--- src/rtl/wdt_sleep_ctrl_if.sv ---
// Control-unit side of the watchdog / sleep sequencer: Q4 command strobes in,
// run-enable and STATUS bits out.
interface wdt_sleep_ctrl_if;
  logic       wdt_en;
  logic       clrwdt_exec;
  logic       sleep_exec;
  logic       option_exec;
  logic [5:0] option_val;
  logic       wake_req;
  logic       core_run;
  logic       wdt_reset;
  logic       to_n;
  logic       pd_n;
  logic       sleeping;

  modport master (
    output wdt_en,
    output clrwdt_exec,
    output sleep_exec,
    output option_exec,
    output option_val,
    output wake_req,
    input  core_run,
    input  wdt_reset,
    input  to_n,
    input  pd_n,
    input  sleeping
  );

  modport slave (
    input  wdt_en,
    input  clrwdt_exec,
    input  sleep_exec,
    input  option_exec,
    input  option_val,
    input  wake_req,
    output core_run,
    output wdt_reset,
    output to_n,
    output pd_n,
    output sleeping
  );
endinterface

--- src/rtl/wdt_sleep_ctrl.sv ---
// PIC16C5x watchdog timer, WDT prescaler, TO/PD status and SLEEP/WAKE sequencing.
// Reset is power-on only; wdt_reset_o-equivalent pulse leaves the block, never re-enters it.
module wdt_sleep_ctrl #(
  parameter int unsigned WDT_BASE    = 1024,
  parameter int unsigned WAKE_CYCLES = 16
) (
  input logic             clk_i,
  input logic             rst_i,
  wdt_sleep_ctrl_if.slave ctrl
);

  localparam logic [15:0] BaseLast = 16'(WDT_BASE - 1);
  localparam logic [7:0]  WakeLast = 8'(WAKE_CYCLES - 1);

  typedef enum logic [1:0] {
    StRun,
    StSleep,
    StWake
  } state_e;

  state_e      state_q;
  logic [6:0]  pre_q, pre_d, pre_last;
  logic [15:0] base_q, base_d;
  logic        psa_q;
  logic [2:0]  ps_q;
  logic [7:0]  wake_cnt_q;

  logic core_run_q, wdt_reset_q, to_n_q, pd_n_q, sleeping_q;
  logic in_run, cmd_clear, cmd_option, tick, wdt_hit;

  // Bits 5:4 of W at OPTION belong to TMR0 and are not used here.
  logic unused_option;
  assign unused_option = ^ctrl.option_val[5:4];

  always_comb begin
    in_run     = (state_q == StRun);
    cmd_clear  = in_run & (ctrl.clrwdt_exec | ctrl.sleep_exec);
    cmd_option = in_run & ctrl.option_exec;
    pre_last   = 7'((8'd1 << ps_q) - 8'd1);
    tick       = ~psa_q | (pre_q == pre_last);
    wdt_hit    = ctrl.wdt_en & tick & (base_q == BaseLast);

    pre_d  = pre_q;
    base_d = base_q;
    if (!ctrl.wdt_en || cmd_clear) begin
      pre_d  = '0;
      base_d = '0;
    end else begin
      if (tick) begin
        pre_d  = '0;
        base_d = wdt_hit ? '0 : base_q + 16'd1;
      end else begin
        pre_d = pre_q + 7'd1;
      end
      // Tick uses the old ratio; only partial prescaler progress is discarded.
      if (cmd_option) pre_d = '0;
    end
  end

  always_ff @(posedge clk_i) begin
    if (rst_i) begin
      pre_q  <= '0;
      base_q <= '0;
      psa_q  <= 1'b1;
      ps_q   <= 3'b111;
    end else begin
      pre_q  <= pre_d;
      base_q <= base_d;
      if (cmd_option) begin
        psa_q <= ctrl.option_val[3];
        ps_q  <= ctrl.option_val[2:0];
      end
    end
  end

  always_ff @(posedge clk_i) begin
    if (rst_i) begin
      state_q     <= StRun;
      wake_cnt_q  <= '0;
      core_run_q  <= 1'b1;
      wdt_reset_q <= 1'b0;
      to_n_q      <= 1'b1;
      pd_n_q      <= 1'b1;
      sleeping_q  <= 1'b0;
    end else begin
      wdt_reset_q <= 1'b0;
      unique case (state_q)
        StRun: begin
          // Sleep beats clear, clear beats a coincident timeout.
          if (ctrl.sleep_exec) begin
            state_q    <= StSleep;
            core_run_q <= 1'b0;
            sleeping_q <= 1'b1;
            to_n_q     <= 1'b1;
            pd_n_q     <= 1'b0;
          end else if (ctrl.clrwdt_exec) begin
            to_n_q <= 1'b1;
            pd_n_q <= 1'b1;
          end else if (wdt_hit) begin
            wdt_reset_q <= 1'b1;
            to_n_q      <= 1'b0;
          end
        end
        StSleep: begin
          if (wdt_hit || ctrl.wake_req) begin
            if (wdt_hit) begin
              wdt_reset_q <= 1'b1;
              to_n_q      <= 1'b0;
            end
            state_q    <= StWake;
            sleeping_q <= 1'b0;
            wake_cnt_q <= '0;
          end
        end
        StWake: begin
          if (wdt_hit) begin
            wdt_reset_q <= 1'b1;
            to_n_q      <= 1'b0;
          end
          if (wake_cnt_q == WakeLast) begin
            state_q    <= StRun;
            core_run_q <= 1'b1;
          end else begin
            wake_cnt_q <= wake_cnt_q + 8'd1;
          end
        end
        default: begin
          state_q    <= StRun;
          core_run_q <= 1'b1;
          sleeping_q <= 1'b0;
        end
      endcase
    end
  end

  assign ctrl.core_run  = core_run_q;
  assign ctrl.wdt_reset = wdt_reset_q;
  assign ctrl.to_n      = to_n_q;
  assign ctrl.pd_n      = pd_n_q;
  assign ctrl.sleeping  = sleeping_q;

endmodule

--- src/flat_wrapper.sv ---
// flat-port wrapper written by rule: the top's interface ports become plain ports
module wdt_sleep_ctrl_flat 
#(
  parameter int unsigned WDT_BASE    = 1024,
  parameter int unsigned WAKE_CYCLES = 16
)
  (clk_i, rst_i, ctrl_wdt_en, ctrl_clrwdt_exec, ctrl_sleep_exec, ctrl_option_exec, ctrl_option_val, ctrl_wake_req, ctrl_core_run, ctrl_wdt_reset, ctrl_to_n, ctrl_pd_n, ctrl_sleeping);
  wdt_sleep_ctrl_if ctrl_i ();
  input logic clk_i;
  input logic rst_i;
  input wire logic [$bits(ctrl_i.wdt_en)-1:0] ctrl_wdt_en;
  input wire logic [$bits(ctrl_i.clrwdt_exec)-1:0] ctrl_clrwdt_exec;
  input wire logic [$bits(ctrl_i.sleep_exec)-1:0] ctrl_sleep_exec;
  input wire logic [$bits(ctrl_i.option_exec)-1:0] ctrl_option_exec;
  input wire logic [$bits(ctrl_i.option_val)-1:0] ctrl_option_val;
  input wire logic [$bits(ctrl_i.wake_req)-1:0] ctrl_wake_req;
  output wire logic [$bits(ctrl_i.core_run)-1:0] ctrl_core_run;
  output wire logic [$bits(ctrl_i.wdt_reset)-1:0] ctrl_wdt_reset;
  output wire logic [$bits(ctrl_i.to_n)-1:0] ctrl_to_n;
  output wire logic [$bits(ctrl_i.pd_n)-1:0] ctrl_pd_n;
  output wire logic [$bits(ctrl_i.sleeping)-1:0] ctrl_sleeping;
  assign ctrl_i.wdt_en = ctrl_wdt_en;
  assign ctrl_i.clrwdt_exec = ctrl_clrwdt_exec;
  assign ctrl_i.sleep_exec = ctrl_sleep_exec;
  assign ctrl_i.option_exec = ctrl_option_exec;
  assign ctrl_i.option_val = ctrl_option_val;
  assign ctrl_i.wake_req = ctrl_wake_req;
  assign ctrl_core_run = ctrl_i.core_run;
  assign ctrl_wdt_reset = ctrl_i.wdt_reset;
  assign ctrl_to_n = ctrl_i.to_n;
  assign ctrl_pd_n = ctrl_i.pd_n;
  assign ctrl_sleeping = ctrl_i.sleeping;
  wdt_sleep_ctrl #(.WDT_BASE(WDT_BASE), .WAKE_CYCLES(WAKE_CYCLES)) u_core (.clk_i(clk_i), .rst_i(rst_i), .ctrl(ctrl_i));
endmodule
--- config.mk ---
export PLATFORM = sky130hd
export DESIGN_NAME = wdt_sleep_ctrl_flat
export DESIGN_NICKNAME = d
export VERILOG_FILES = /design/src/rtl/wdt_sleep_ctrl_if.sv /design/src/rtl/wdt_sleep_ctrl.sv /design/src/flat_wrapper.sv
export SDC_FILE = /design/constraint.sdc
export NUM_CORES = 1
export LEC_CHECK = 0
export BUFFER_PORTS_ARGS = -buffer_cell sky130_fd_sc_hd__buf_2
export CORE_MARGIN = 4
export CORE_UTILIZATION = 53
export DETAILED_ROUTE_END_ITERATION = 7
export MAX_ROUTING_LAYER = met4
export PLACE_DENSITY = 0.71
export SLEW_MARGIN = 20
export SYNTH_ARGS = -nofsm -noshare
export SYNTH_HDL_FRONTEND = slang
export SYNTH_SLANG_ARGS = --single-unit
--- constraint.sdc ---
create_clock -name clk_i -period 3.09 [get_ports clk_i]
set_clock_uncertainty 0.05 [all_clocks]
set_input_delay 0.618 -clock clk_i [delete_from_list [all_inputs] [get_ports clk_i]]
set_output_delay 0.618 -clock clk_i [all_outputs]
set_load 0.01 [all_outputs]
---- Word-level counts from Yosys, hierarchy flattened ----
Cells that the tools add are included.
cells by class
  $add $sub $neg .......................... 4
  eq/ne operators ......................... 9
  shifts and indexed selects .............. 1
  multiplexer cells ....................... 26
  bitwise operators ....................... 9
  reductions and logical operators ........ 15
operators with widths
  kind                     number
  $add A16 B1 Y16 const B  1
  $eq A16 B10 Y1 const B   1
  $mux W16                 1
  $mux W8                  2
  $pmux W8 S2              1
  $mux W1                  14
  $pmux W1 S3              4
  $reduce_and A3 Y1        4
  $add A8 B1 Y8 const B    1
  $eq A8 B4 Y1 const B     1
  $add A7 B1 Y7 const B    1
  $eq A7 B7 Y1             1
  $shl A1 B3 Y7 const A    1
  $sub A7 B1 Y7 const B    1
  $mux W2                  3
  $pmux W2 S3              1
  $and A1 B1 Y1            4
  $ne A2 B1 Y1 const B     2
  $ne A2 B2 Y1 const B     2
  $reduce_and A2 Y1        2
  $reduce_bool A2 Y1       2
  $reduce_or A4 Y1         1
  $not A1 Y1               3
  $reduce_bool A3 Y1       1
  other kinds (7)          9
word-level totals
  register bits ........................... 42
  word-level logic and storage cells ...... 75

---- Depth between registers and ports, before layout ----
  depth after elaboration ................. 10
  gate-level depth with buffers ........... 12

---- Worst setup path before layout ----
OpenSTA, ideal clock, no wires.
  path kind ............................... register -> register
  from .................................... reg u_core.ps_q[0]
  to ...................................... reg u_core.wake_cnt_q[0]
  arrival time ............................ 2.600 ns
  setup slack ............................. 0.370 ns
  cell stages (with the launch flop) ...... 11
  buffers on the path ..................... 0
  period minus slack after synthesis ...... 2.720 ns
  cell sequence ........................... dfxtp_1 -> inv_1 -> or3_1 -> ha_1 -> xor2_1 -> or2_0 -> a31oi_1 -> a2bb2oi_4 -> a211oi_4 -> or4b_1 -> a21oi_1
between the ends
  cells in the longest elaborated chain, start to end .. 9
ends and longest elaborated chain
  element                             line                   RTL
  start: declaration                  wdt_sleep_ctrl.sv:25   logic [2:0] ps_q;
  start signal: assignment            wdt_sleep_ctrl.sv:71   ps_q <= ctrl.option_val[2:0];
  $shl A1 B3 Y7                       wdt_sleep_ctrl.sv:39   pre_last = 7'((8'd1 << ps_q) - 8'd1);
  $sub A7 B1 Y7                       wdt_sleep_ctrl.sv:39
  $eq A7 B7 Y1                        wdt_sleep_ctrl.sv:40   tick = ~psa_q | (pre_q == pre_last);
  $or A1 B1 Y1                        wdt_sleep_ctrl.sv:40
  $and A1 B1 Y1 (2 in a row)          wdt_sleep_ctrl.sv:41   wdt_hit = ctrl.wdt_en & tick & (base_q == BaseLast);
  $logic_or A1 B1 Y1                  wdt_sleep_ctrl.sv:105  if (wdt_hit || ctrl.wake_req) begin
  $ne A2 B1 Y1 (no source line)       -
  $reduce_and A3 Y1 (no source line)  -
  end signal: assignment              wdt_sleep_ctrl.sv:124  wake_cnt_q <= wake_cnt_q + 8'd1;
  end: declaration                    wdt_sleep_ctrl.sv:26   logic [7:0] wake_cnt_q;
Every way passes these cells.
A chain may end at the register's enable or synchronous reset.

---- Final worst setup path ----
  from .................................... reg u_core.ps_q[0]
  to ...................................... reg u_core.wake_cnt_q[5]
Same word-level chain as after synthesis.

==> results.toml <==
[timing]
max_freq_mhz = 335
whs_ns = 0.427
timing.final.crit_share_pct = 96.7
setup_ws_ns = 0.101
slew_viol_final = 0
finalSetupViolations = 0
fin_crit_ns = 2.99
fin_tns_setup_ns = 0
hold_violations = 0
slew_headroom_pct = 34.6
worstMarginPinSlew_ns = 0.973

[global_route]
antenna_found_initial = 0
grt_pass1_vias = 1946
overflow = 0
grt_pass1_wl_um = 8460
grt.total_usage_pct = 19.6
grt_max_degree = 27

[routing]
viasPerCell = 5.95
first_iter_violations = 122
vias = 2209
drtAntennaViolNets = 0
drc = 0
wirelength_um = 5370
wire_per_inst_um = 14.5
dr.pass1.iters = 4

[synthesis]
synth_compound_area_share_pct = 20.0
ys.warnings.count = 0
yosys.area_share.simple_pct = 28.7
ys_ff_latch = 42
ys_types = 52
synth_adder_area_share_pct = 4.13
ys_async_sr_fraction_pct = 0
syn_inst = 294
synth_xor_area_share_pct = 2.89
ys_seq_area_share_pct = 34.7
ys.flop_type = "dfxtp_1"
muxShareOfSynthArea_pct = 3.72
synth_top_family_by_area = "simple AND/OR/NAND/NOR gates"
syn_area_mm2 = 0.00242
synth_nets = 315
synth-edff-count = 0
avgSynthCellArea_um2 = 8.24

[placed_design]
dp_hpwl_um = 3410
pre_cts_ws_ns = 0.0945
port_buffers = 15
gp_congestion = 0.766
place_area_mm2 = 0.00255

[worst_hold_path]
holdPathEnd = "u_core.ctrl.sleeping$_SDFFE_PP0P_"
min_path_type = "reg -> reg"
hold_path_depth = 1
hp-start = "u_core.ctrl.sleeping$_SDFFE_PP0P_"

[cells_and_area]
drive_above_1_share_pct = 16.6
fill_cells = 372
final_common_cell = "dfxtp_1"
final_nets = 339
fin_area_mm2 = 0.00275
antenna_cells = 0
area_growth_pct = 13.5
mostFrequentLayoutCells = "dfxtp_1 (41), nand2_1 (26), nand3_1 (24)"

[floorplan]
fp-row-count = 24
ios = 18
start_util_pct = 55.3
core_mm2 = 0.00438
dieArea_mm2 = 0.00572
die_height_um = 75.6
die_w_um = 75.6

[clocking]
cts_max_level = 2
clk_pin_slew_ns = 0.08
cts_buffers = 5
cts_tree = "yes"
cts_hold_buf = 0
cts_root_buf = "clkbuf_8"
cts_sinks = 42
clk_latency_ns = 0.29
cts_buffer_depth = 2

[setup_path]
cp.required_ns = 3.26
critPathArrivalTime_ns = 3.16
ff2ff_path_depth = 11
cp_max_fo = 9
r2r_setup_slack_ns = 0.10
timing.rr.start = "u_core.ps_q[0]$_SDFFE_PP1P_"
cpMaxStageDelayCell = "or4_1"
slowest_delay_ns = 0.51
path_class = "reg -> reg"
start_kind = "flop"
cp-end-kind = "flop"
crit_chain = "inv_1, or3_1, ha_1, xor2_1, or2_0, a31oi_2, a2bb2oi_4, buf_4, a211oi_4, or4_1, a21oi_1"
r2r-end = "u_core.wake_cnt_q[5]$_SDFFE_PP0P_"

[power]
vdd_drop_max_uv = 421
leakagePower_nw = 0.979
p_per_area_mw_per_mm2 = 548
power_mw = 1.51

[status]
status = "finished clean"

[flow_run]
drv_cap = 0
-- through the flow --
stage | util [%] | std cells
floorplan | - | 294
global placement | 58.1 | 354
detailed placement | 58.1 | 354
CTS | 60.2 | 362
global route | 62.7 | 371
finish | 62.7 | 371
-- synthesized netlist by cell type, types with 2 or more instances --
cell type   n  area, um2
dfxtp_1    42        841
nand2_1    26       97.6
nand3_1    24        120
a21oi_1    22        110
nor2_1     17       63.8
inv_1      15       56.3
o21ai_0    12       60.1
o31ai_1    11       82.6
or4_1      11       82.6
mux2i_1     9       90.1
nor3_1      9       45.0
or3_1       9       56.3
and3_1      8       50.1
clkbuf_1    8       30.0
ha_1        8        100
buf_2       5       25.0
nand3b_1    5       37.5
nand4_1     4       25.0
xnor2_1     4       35.0
xor2_1      4       35.0
nand2b_1    3       18.8
nor4_1      3       18.8
a31oi_1     2       12.5
buf_6       2       22.5
nor4_2      2       25.0
o21bai_1    2       15.0
or3b_1      2       17.5
-- layout make-up --
type	instances	area, um2	area share (%)
Multi-Input combinational cell	225	1520	55.1
Inverter	15	56.3	2.05
Timing Repair Buffer	29	180	6.55
Sequential cell	42	842	30.6
Clock inverter	1	5.00	0.182
Tap cell	52	65.1	2.37
Clock buffer	7	86.3	3.14
-- where the power goes --
group / leakage [nW] / internal (mW) / switching, mW / total, mW
clock: 0.0482 / 0.180 / 0.179 / 0.359
combinational: 0.591 / 0.201 / 0.324 / 0.525
sequential: 0.340 / 0.582 / 0.0394 / 0.622
-- repair_timing --
| action | in CTS | in global routing |
|---|---|---|
| gates resized for setup | 0 | 9 |
| buffers inserted | 0 | 5 |
| setup endpoints to repair | 0 | 19 |
-- worst max-delay path, delay by kind of cell (launching register included) --
family	cells	cell delay [ns]
compound gates	4	0.79
fa+ha+maj	1	0.21
buf+inv	2	0.26
flops	1	0.36
xor+xnor	1	0.15
simple gates	3	1.10
-- kinds of logic (layout without fill, tap and decap cells) --
kind of cell	Yosys count	after routing
buffers and inverters	31	52
AOI/OAI and AO/OA	68	72
and+or+nand+nor	128	128
muxes	9	9
DFF	42	42
adders and majority gates	8	8
xor gates and xnor gates	8	8
-- flip-flops by register name (all words and copies together), names as in the netlist --
signal / count
u_core.ctrl.wdt_reset: 1
u_core.ps_q: 3
u_core.state_q: 2
u_core.psa_q: 1
u_core.pre_q: 7
u_core.ctrl.to_n: 1
u_core.ctrl.core_run: 1
u_core.ctrl.sleeping: 1
u_core.wake_cnt_q: 8
u_core.ctrl.pd_n: 1
u_core.base_q: 16
-- layer usage --
metal  vias up  GRT usage [%]  wire [um]
met1      1026           24.9       2620
met3         6           4.49        224
met5         -              -          0
met2        46           30.4       2450
li1       1131              -          -
met4         0           7.18         68
-- worst max-delay path by stage --
stage	from	endpoint	slack, ns	cells after the start
floorplan	u_core.ps_q[0]$_SDFFE_PP1P_	u_core.wake_cnt_q[0]$_SDFFE_PP0P_	0.37	10
global placement	u_core.ps_q[0]$_SDFFE_PP1P_	u_core.base_q[9]$_SDFFE_PP0N_	0.15	10
global route	u_core.ps_q[0]$_SDFFE_PP1P_	u_core.ctrl.to_n$_SDFFE_PP1P_	-0.05	13
CTS	u_core.ps_q[0]$_SDFFE_PP1P_	u_core.base_q[9]$_SDFFE_PP0N_	0.07	10
detailed placement	u_core.ps_q[0]$_SDFFE_PP1P_	u_core.base_q[9]$_SDFFE_PP0N_	0.09	10
finish	u_core.ps_q[0]$_SDFFE_PP1P_	u_core.wake_cnt_q[5]$_SDFFE_PP0P_	0.10	11
Power figures use the tool's default switching activity.
